## src/rtl/avalon_reg_bank_pkg.sv

```systemverilog
// Shared helpers for the Avalon register bank: byte-lane arithmetic and
// flattened-bus slice indexing used by the top and the register slices.
package avalon_reg_bank_pkg;

    localparam int BYTE_W = 8;

    function automatic int byte_lanes(input int data_w);
        return data_w / BYTE_W;
    endfunction

    function automatic int slice_lo(input int idx, input int width);
        return idx * width;
    endfunction

endpackage

```

## src/rtl/avalon_reg_bank_if.sv

```systemverilog
// Avalon-MM slave-side bus bundle for the register bank (fixed read latency, no waitrequest).
interface avalon_reg_bank_if #(
    parameter int ADDR_W = 3,
    parameter int DATA_W = 32
);
    logic                  chipselect;
    logic [ADDR_W-1:0]     address;
    logic                  read;
    logic                  write;
    logic [DATA_W/8-1:0]   byteenable;
    logic [DATA_W-1:0]     writedata;
    logic [DATA_W-1:0]     readdata;
    logic                  readdatavalid;

    modport master (
        output chipselect, address, read, write, byteenable, writedata,
        input  readdata, readdatavalid
    );

    modport slave (
        input  chipselect, address, read, write, byteenable, writedata,
        output readdata, readdatavalid
    );
endinterface

```

## src/rtl/avalon_reg_slice.sv

```systemverilog
// One read/write register with per-byte bus writes and a full-width hardware load;
// on a same-edge collision the bus owns its enabled lanes and hw_d owns the rest.
module avalon_reg_slice
    import avalon_reg_bank_pkg::*;
#(
    parameter int                DATA_W    = 32,
    parameter logic [DATA_W-1:0] RESET_VAL = '0
) (
    input  logic                clock,
    input  logic                reset,
    input  logic                bus_we,
    input  logic [DATA_W/8-1:0] byteenable,
    input  logic [DATA_W-1:0]   writedata,
    input  logic                hw_we,
    input  logic [DATA_W-1:0]   hw_d,
    output logic [DATA_W-1:0]   q
);

    localparam int LANES = byte_lanes(DATA_W);

    logic [DATA_W-1:0] next_s;
    logic [DATA_W-1:0] q_r;

    // Per-lane merge of bus write, hardware load and hold.
    always_comb begin
        next_s = q_r;
        for (int k = 0; k < LANES; k++) begin
            if (bus_we && byteenable[k]) begin
                next_s[k*BYTE_W +: BYTE_W] = writedata[k*BYTE_W +: BYTE_W];
            end else if (hw_we) begin
                next_s[k*BYTE_W +: BYTE_W] = hw_d[k*BYTE_W +: BYTE_W];
            end else begin
                next_s[k*BYTE_W +: BYTE_W] = q_r[k*BYTE_W +: BYTE_W];
            end
        end
    end

    // Register storage with synchronous reset to the configured value.
    always_ff @(posedge clock) begin
        if (reset) begin
            q_r <= RESET_VAL;
        end else begin
            q_r <= next_s;
        end
    end

    assign q = q_r;

endmodule

```

## src/rtl/avalon_reg_bank.sv

```systemverilog
// Parametrised Avalon-MM register bank: address decode, write strobes, read mux and a
// one-cycle registered read path; RW contents are exported on reg_q, RO slots read ro_in.
module avalon_reg_bank
    import avalon_reg_bank_pkg::*;
#(
    parameter int                  DATA_W    = 32,
    parameter int                  NUM_REGS  = 8,
    parameter int                  ADDR_W    = 3,
    parameter logic [NUM_REGS-1:0] RO_MASK   = '0,
    parameter logic [DATA_W-1:0]   RESET_VAL = '0
) (
    input  logic                         clock,
    input  logic                         reset,
    avalon_reg_bank_if.slave             bus,
    output logic [NUM_REGS*DATA_W-1:0]   reg_q,
    input  logic [NUM_REGS*DATA_W-1:0]   ro_in,
    input  logic [NUM_REGS-1:0]          hw_we,
    input  logic [NUM_REGS*DATA_W-1:0]   hw_d,
    output logic [NUM_REGS-1:0]          wr_strobe
);

    logic [NUM_REGS-1:0] addr_dec_s;
    logic [NUM_REGS-1:0] wr_sel_s;
    logic                rd_req_s;
    logic [DATA_W-1:0]   rd_data_s;
    logic [NUM_REGS-1:0] wr_strobe_r;
    logic [DATA_W-1:0]   readdata_r;
    logic                readdatavalid_r;
    logic                unused_s;

    assign rd_req_s = bus.chipselect & bus.read;

    // One-hot word decode; addresses beyond the bank match nothing.
    always_comb begin
        addr_dec_s = '0;
        wr_sel_s   = '0;
        for (int i = 0; i < NUM_REGS; i++) begin
            addr_dec_s[i] = (int'(bus.address) == i);
            wr_sel_s[i]   = bus.chipselect & bus.write & addr_dec_s[i] & ~RO_MASK[i];
        end
    end

    // Read mux: RO slots return live ro_in, RW slots the current register value.
    always_comb begin
        rd_data_s = '0;
        for (int i = 0; i < NUM_REGS; i++) begin
            rd_data_s = rd_data_s | ({DATA_W{addr_dec_s[i]}} &
                        (RO_MASK[i] ? ro_in[slice_lo(i, DATA_W) +: DATA_W]
                                    : reg_q[slice_lo(i, DATA_W) +: DATA_W]));
        end
    end

    for (genvar g = 0; g < NUM_REGS; g++) begin : g_reg
        if (RO_MASK[g]) begin : g_ro
            assign reg_q[slice_lo(g, DATA_W) +: DATA_W] = '0;
        end else begin : g_rw
            avalon_reg_slice #(
                .DATA_W    (DATA_W),
                .RESET_VAL (RESET_VAL)
            ) u_slice (
                .clock      (clock),
                .reset      (reset),
                .bus_we     (wr_sel_s[g]),
                .byteenable (bus.byteenable),
                .writedata  (bus.writedata),
                .hw_we      (hw_we[g]),
                .hw_d       (hw_d[slice_lo(g, DATA_W) +: DATA_W]),
                .q          (reg_q[slice_lo(g, DATA_W) +: DATA_W])
            );
        end
    end

    // Write-accept strobes, one cycle after the accepting edge.
    always_ff @(posedge clock) begin
        if (reset) begin
            wr_strobe_r <= '0;
        end else begin
            wr_strobe_r <= wr_sel_s;
        end
    end

    // Read pipeline: data captured with the request, held until the next read.
    always_ff @(posedge clock) begin
        if (reset) begin
            readdata_r      <= '0;
            readdatavalid_r <= 1'b0;
        end else begin
            readdatavalid_r <= rd_req_s;
            if (rd_req_s) begin
                readdata_r <= rd_data_s;
            end else begin
                readdata_r <= readdata_r;
            end
        end
    end

    assign wr_strobe         = wr_strobe_r;
    assign bus.readdata      = readdata_r;
    assign bus.readdatavalid = readdatavalid_r;

    // ro_in of RW slots and hw_d/hw_we of RO slots are intentionally dead.
    assign unused_s = ^{ro_in, hw_d, hw_we};

endmodule

```

## src/flat_wrapper.sv

```systemverilog
// flat-port wrapper written by rule: the top's interface ports become plain ports
module avalon_reg_bank_flat import avalon_reg_bank_pkg::*;
#(
    parameter int                  DATA_W    = 32,
    parameter int                  NUM_REGS  = 8,
    parameter int                  ADDR_W    = 3,
    parameter logic [NUM_REGS-1:0] RO_MASK   = '0,
    parameter logic [DATA_W-1:0]   RESET_VAL = '0
)
  (clock, reset, reg_q, ro_in, hw_we, hw_d, wr_strobe, bus_chipselect, bus_address, bus_read, bus_write, bus_byteenable, bus_writedata, bus_readdata, bus_readdatavalid);
  avalon_reg_bank_if #(.ADDR_W(ADDR_W), .DATA_W(DATA_W)) bus_i ();
  input  logic clock;
  input  logic reset;
  output logic [NUM_REGS*DATA_W-1:0] reg_q;
  input  logic [NUM_REGS*DATA_W-1:0] ro_in;
  input  logic [NUM_REGS-1:0] hw_we;
  input  logic [NUM_REGS*DATA_W-1:0] hw_d;
  output logic [NUM_REGS-1:0] wr_strobe;
  input wire logic [$bits(bus_i.chipselect)-1:0] bus_chipselect;
  input wire logic [$bits(bus_i.address)-1:0] bus_address;
  input wire logic [$bits(bus_i.read)-1:0] bus_read;
  input wire logic [$bits(bus_i.write)-1:0] bus_write;
  input wire logic [$bits(bus_i.byteenable)-1:0] bus_byteenable;
  input wire logic [$bits(bus_i.writedata)-1:0] bus_writedata;
  output wire logic [$bits(bus_i.readdata)-1:0] bus_readdata;
  output wire logic [$bits(bus_i.readdatavalid)-1:0] bus_readdatavalid;
  assign bus_i.chipselect = bus_chipselect;
  assign bus_i.address = bus_address;
  assign bus_i.read = bus_read;
  assign bus_i.write = bus_write;
  assign bus_i.byteenable = bus_byteenable;
  assign bus_i.writedata = bus_writedata;
  assign bus_readdata = bus_i.readdata;
  assign bus_readdatavalid = bus_i.readdatavalid;
  avalon_reg_bank #(.DATA_W(DATA_W), .NUM_REGS(NUM_REGS), .ADDR_W(ADDR_W), .RO_MASK(RO_MASK), .RESET_VAL(RESET_VAL)) u_core (.clock(clock), .reset(reset), .bus(bus_i), .reg_q(reg_q), .ro_in(ro_in), .hw_we(hw_we), .hw_d(hw_d), .wr_strobe(wr_strobe));
endmodule
```

## config.mk

```make
export PLATFORM = sky130hd
export DESIGN_NAME = avalon_reg_bank_flat
export DESIGN_NICKNAME = d
export VERILOG_FILES = /design/src/rtl/avalon_reg_bank_pkg.sv /design/src/rtl/avalon_reg_bank_if.sv /design/src/rtl/avalon_reg_slice.sv /design/src/rtl/avalon_reg_bank.sv /design/src/flat_wrapper.sv
export SDC_FILE = /design/constraint.sdc
export NUM_CORES = 1
export LEC_CHECK = 0
export BUFFER_PORTS_ARGS = -buffer_cell sky130_fd_sc_hd__buf_2
export CORE_AREA = 3 3 332 334
export DETAILED_ROUTE_END_ITERATION = 7
export DIE_AREA = 0 0 335 337
export GPL_TIMING_DRIVEN = 1
export MAX_ROUTING_LAYER = met4
export SLEW_MARGIN = 30
export SYNTH_ARGS = -nofsm -noshare
export SYNTH_HDL_FRONTEND = slang
export SYNTH_SLANG_ARGS = --single-unit
```

## constraint.sdc

```tcl
create_clock -name clock -period 1.3 [get_ports clock]
set_input_delay 0.195 -clock clock [delete_from_list [all_inputs] [get_ports clock]]
set_output_delay 0.195 -clock clock [all_outputs]
set_load 0.01 [all_outputs]
```

---- Word level (Yosys, flattened, before mapping) ----
Index checks and enable logic that the tools add are counted.
operators by class
  equality and inequality tests ........... 7
  mux-type cells .......................... 64
  reductions and logical operators ........ 65
  bitwise logic cells ..................... 25
operators by type and width
  kind                                                  count
  two-way mux 8 bit                                     64
  bitwise AND 32 bit                                    8
  OR 32 bit                                             7
  nonzero test 2 bit                                    32
  logical AND 1 bit                                     32
  equality test 3 bit (second input constant)           4
  bitwise AND 1 bit                                     10
  equality test 3 x 2 -> 1 bit (second input constant)  2
  equality test 3 x 1 -> 1 bit (second input constant)  1
  zero test 3 bit                                       1
word-level totals
  word-level logic and storage cells ...... 196
  register bits ........................... 297
  input port bits ......................... 564
  output and inout port bits .............. 297

---- Depth between registers and ports, before layout ----
  depth after elaboration ................. 9
  gate-level depth with buffers ........... 7
  depth with buffers taken out ............ 4

---- Cells and area by module ----
Synthesis repeated with hierarchy kept, for this count alone.
second synthesis, totals
  cells, all modules ...................... 1565
  area, all modules ....................... 18342.6 um2
modules (own cells, without submodules)
  module            area an instance (um2)  seq. area each (um2)  instances  cells an instance
  avalon_reg_slice  1853.0                  640.6                 8          142
  avalon_reg_bank   3518.4                  820.8                 1          429

---- Least setup slack after synthesis ----
No wires, ideal clock.
  path type ............................... input-to-reg
  from .................................... input port bus_address[1]
  to ...................................... register u_core.readdata_r[14] (netlist: u_core.bus.readdata[14])
  buffers on the path ..................... 2
  data arrival time ....................... 1224 ps
  setup time .............................. 115 ps
  path slack .............................. -38 ps
  data required time ...................... 1185 ps
  cell stages on the path ................. 6
  cell sequence ........................... buf_6 buf_8 mux2_1 a221oi_1 a21oi_1 o21a_1
on the way
  longest elaborated chain between the ends .. 9
  elaborated cells between the ends (all ways) .. 23
  classes of those cells .................. eq/ne: 7; bitwise: 15; reduce/logical: 1
RTL lines
  what                                                             RTL line               text
  from (decl)                                                      flat_wrapper.sv:20     input wire logic [$bits(bus_i.address)-1:0] bus_address;
  equality test 3 x 2 -> 1 bit or zero test 3 bit (tied branches)  avalon_reg_bank.sv:38  addr_dec_s[i] = (int'(bus.address) == i);
  bitwise AND 32 bit                                               avalon_reg_bank.sv:47  rd_data_s = rd_data_s | ({DATA_W{addr_dec_s[i]}} &
  OR 32 bit (6 in a row)                                           avalon_reg_bank.sv:47
  OR 32 bit *                                                      avalon_reg_bank.sv:47
  to (signal assigned)                                             avalon_reg_bank.sv:90  readdata_r <= rd_data_s;
  to (signal assigned)                                             avalon_reg_bank.sv:92  readdata_r <= readdata_r;
  to (decl)                                                        avalon_reg_bank.sv:27  logic [DATA_W-1:0] readdata_r;
Every way passes the cells marked *; elsewhere a longest branch is shown, timed or not.
A chain may end at the register's enable or synchronous reset.

---- Worst setup path after layout ----
  from .................................... register u_core.g_reg[2].g_rw.u_slice.q_r[18]
  to ...................................... output port reg_q[82]
RTL lines
  what                    RTL line                text
  from (decl)             avalon_reg_slice.sv:22  logic [DATA_W-1:0] q_r;
  from (signal assigned)  avalon_reg_slice.sv:43  q_r <= next_s;
  to (decl)               flat_wrapper.sv:14      output logic [NUM_REGS*DATA_W-1:0] reg_q;
No word-level cell between the ends.

==> results.toml <==
[status]
status = "finished, violations left"
failed_checks = "negative setup slack"

[clocking]
worstSkewPairLatency_ns = 0.60
root_buffer = "clkbuf_16"
clk_path_buf_depth = 3
cts_buffers = 42
htreeDepth = 2
cts.reportedPaths.clkPinSlew_ns = 0.06
cts_num_sinks = 297
cts_tree = "built"

[die]
io_pins = 861
fp.dieH_um = 337
die_area_mm2 = 0.113
start_util_pct = 15.0
core_area_mm2 = 0.107
fp.dieW_um = 335
num_rows = 120

[final_layout]
area_delta_synth_final_pct = 87.1
nets = 3277
final_layout_size_suffix_gt1_share_pct = 58.8
nFillCells = 10966
final_cell_area_mm2 = 0.0300
fin_cells = 4164

[timing]
min_period_ns = 1.38
finalCritPeriodShare_pct = 106
setup_ws_ns = -0.0777
whs_ns = 0.0466
setup_viol = 14
rsz0062_at_grt = "true"
fmax_ghz = 0.726
tightest_slew_ns = 0.700
drv_slew = 0
slew_headroom_pct = 53.1
clock_skew_ns = 0.0223
hold_viol = 0

[logic_synthesis]
synth_area_per_cell_um2 = 10.1
synth-seq-cells = 297
synth_seq_area_share_pct = 37.0
ys_async_sr_fraction_pct = 0
synth_top_cell_area_share_pct = 37.0
synth-main-ff-cell = "dfxtp_1"
synth.area.top_cells = "dfxtp_1, mux2i_1, a211oi_2, nor2_1, a211oi_1"
yosysWarnings = 0
postSynthCellCount = 1590
synth_area_mm2 = 0.0161
synth_top_cell_by_area = "dfxtp_1"
syn-num-nets = 2154
synth-edff-count = 0
ys_types = 53

[detailed_routing]
met1_length_um = 47800
vias_per_cell = 4.41
drt_iter0_drc = 1248
wl_met3_um = 8070
dr_total_vias = 18349
dr.max_layer_used = "met4"
drc = 0
avgRoutedWirePerCell_um = 26.5
drtPass1Iterations = 6
totalWireLength_um = 110000
drtAntennaViolNets = 0
dr_wl_met2_um = 50500

[power_and_ir_drop]
vdd.ir_drop.worst_mv = 0.801
power_density_mw_per_mm2 = 990
leakage_nw = 13.3

[worst_setup_path]
worstPathMaxFanout = 2
critPathRequiredTime_ns = 1.11
critPathCaptureType = "primary output"
arrival_ns = 1.18
worstSetupStartpointType = "flip-flop"
critPathKind = "reg2out"

[placement]
dpl.cell_count = 3649
dpl.hpwl_um = 82700
place.gp.congestion = 0.871
port-buffer-count = 604
post_dp_cell_area_mm2 = 0.0224

[global_routing]
grtUsageTotal_pct = 19.3
grt_pass1_vias = 18792
grt_pass1_wl_um = 148000
grt_max_degree = 38
overflow = 0
antenna_found_initial = 20

[flow_run]
max_cap_violations = 0

[hold_path]
worstHoldPathType = "in2reg"
-- stage by stage --
step           TNS, ns  utilization [%]  power (mW)  setup slack [ns]
4_1_cts          -2.79             27.7        29.9            -0.116
3_5_place_dp    -88.25             20.9        16.1            -0.725
3_3_place_gp    -84.01             20.9        16.1            -0.723
5_1_grt          -1.91             28.0        30.8            -0.106
6_report        -0.473             28.0        29.7           -0.0777
2_1_floorplan  -0.0468                -        12.8           -0.0234
-- flip-flops by register name, summed over array words and instances (netlist names) --
register                  count
u_core.bus.readdata          32
u_core.bus.readdatavalid      1
u_core.g.g_rw.u_slice.q     256
u_core.wr_strobe              8
-- Yosys cell counts, types with 5 or more instances --
| cell type | instances |
|---|---|
| a221oi_1 | 15 |
| nand2_2 | 6 |
| o21a_1 | 8 |
| buf_4 | 13 |
| mux4_2 | 8 |
| nor2b_1 | 5 |
| a211oi_2 | 153 |
| nand2_1 | 16 |
| nor2_1 | 307 |
| buf_2 | 51 |
| mux2i_1 | 299 |
| a21oi_1 | 8 |
| o2bb2ai_1 | 8 |
| clkbuf_1 | 44 |
| mux2_2 | 24 |
| o21ai_0 | 7 |
| a311oi_1 | 6 |
| o22ai_1 | 17 |
| mux2_1 | 5 |
| buf_6 | 35 |
| nand3_1 | 6 |
| dfxtp_1 | 297 |
| a22oi_1 | 26 |
| nand2_4 | 26 |
| buf_1 | 24 |
| a21o_1 | 7 |
| a211oi_1 | 114 |
| nand2b_1 | 5 |
-- worst max-delay path: stages, from the launching register on --
cell	delay, ns
dfxtp_2	0.34
buf_6	0.13
buf_6	0.11
-- cells in the final DEF, fill, tap and decap left out, drive strengths merged, types with 5 or more instances in the layout --
cell type and count:
mux2 29, mux4 8, dfxtp 297, buf 973
o21ai 11, a21o 7, clkinv 8, inv 5
a311oi 10, a21oi 8, a211oi 267, nand2b 5
mux2i 299, nand3 6, diode 19, o2bb2ai 8
a22oi 26, nor2b 5, o22ai 17, a221oi 17
dlygate4sd3 275, o21a 8, nand2 48, nor2 310
clkbuf 58
-- worst paths after layout --
kind | startpoint | to | slack (ns) | cells past startpoint
max reg2reg | u_core.g_reg[5].g_rw.u_slice.q[4] | u_core.bus.readdata[4] | -0.03 | 4
max | u_core.g_reg[2].g_rw.u_slice.q[18] | reg_q[82] | -0.08 | 2
min reg2reg | u_core.bus.readdata[25] | u_core.bus.readdata[25] | 0.46 | 2
min | hw_d[34] | u_core.g_reg[1].g_rw.u_slice.q[2] | 0.05 | 3
-- layout make-up --
type / count / area [um2] / share of cell area (%)
antenna: 19 / 47.5 / 0.158
clock buffer: 58 / 1210 / 4.04
clock inverter: 15 / 156 / 0.521
inverter: 2 / 7.51 / 0.0250
multi-input combinational: 1122 / 9340 / 31.1
sequential: 297 / 6500 / 21.6
tap: 1403 / 1760 / 5.84
timing repair buffer: 1248 / 11000 / 36.7
-- routing by layer --
layer,up-vias,GRT usage (%)
met5,-,-
met4,0,6.61
met3,275,4.24
met2,1034,30.6
met1,8879,24.1
li1,8161,-
-- cells by family after synthesis --
kind of cell           Yosys count  share of synthesized area [%]
AOI/OAI and AO/OA              389                           23.1
buffers and inverters          171                           6.48
DFF                            297                           37.0
muxes                          336                           21.8
and+or+nand+nor                397                           11.5
-- repair_timing --
action	4_1_cts	5_1_grt
hold endpoints to repair	254	0
endpoints found under the setup margin	296	105
pin swaps	1	12
setup buffers	153	11
gates resized for setup	682	51
hold buffers	275	0
-- report_power, final --
group	internal [mW]	switching (mW)
clock	6.93	4.96
combinational	3.93	3.59
sequential	9.74	0.595
Note: power is estimated with default switching activity, not from simulation.
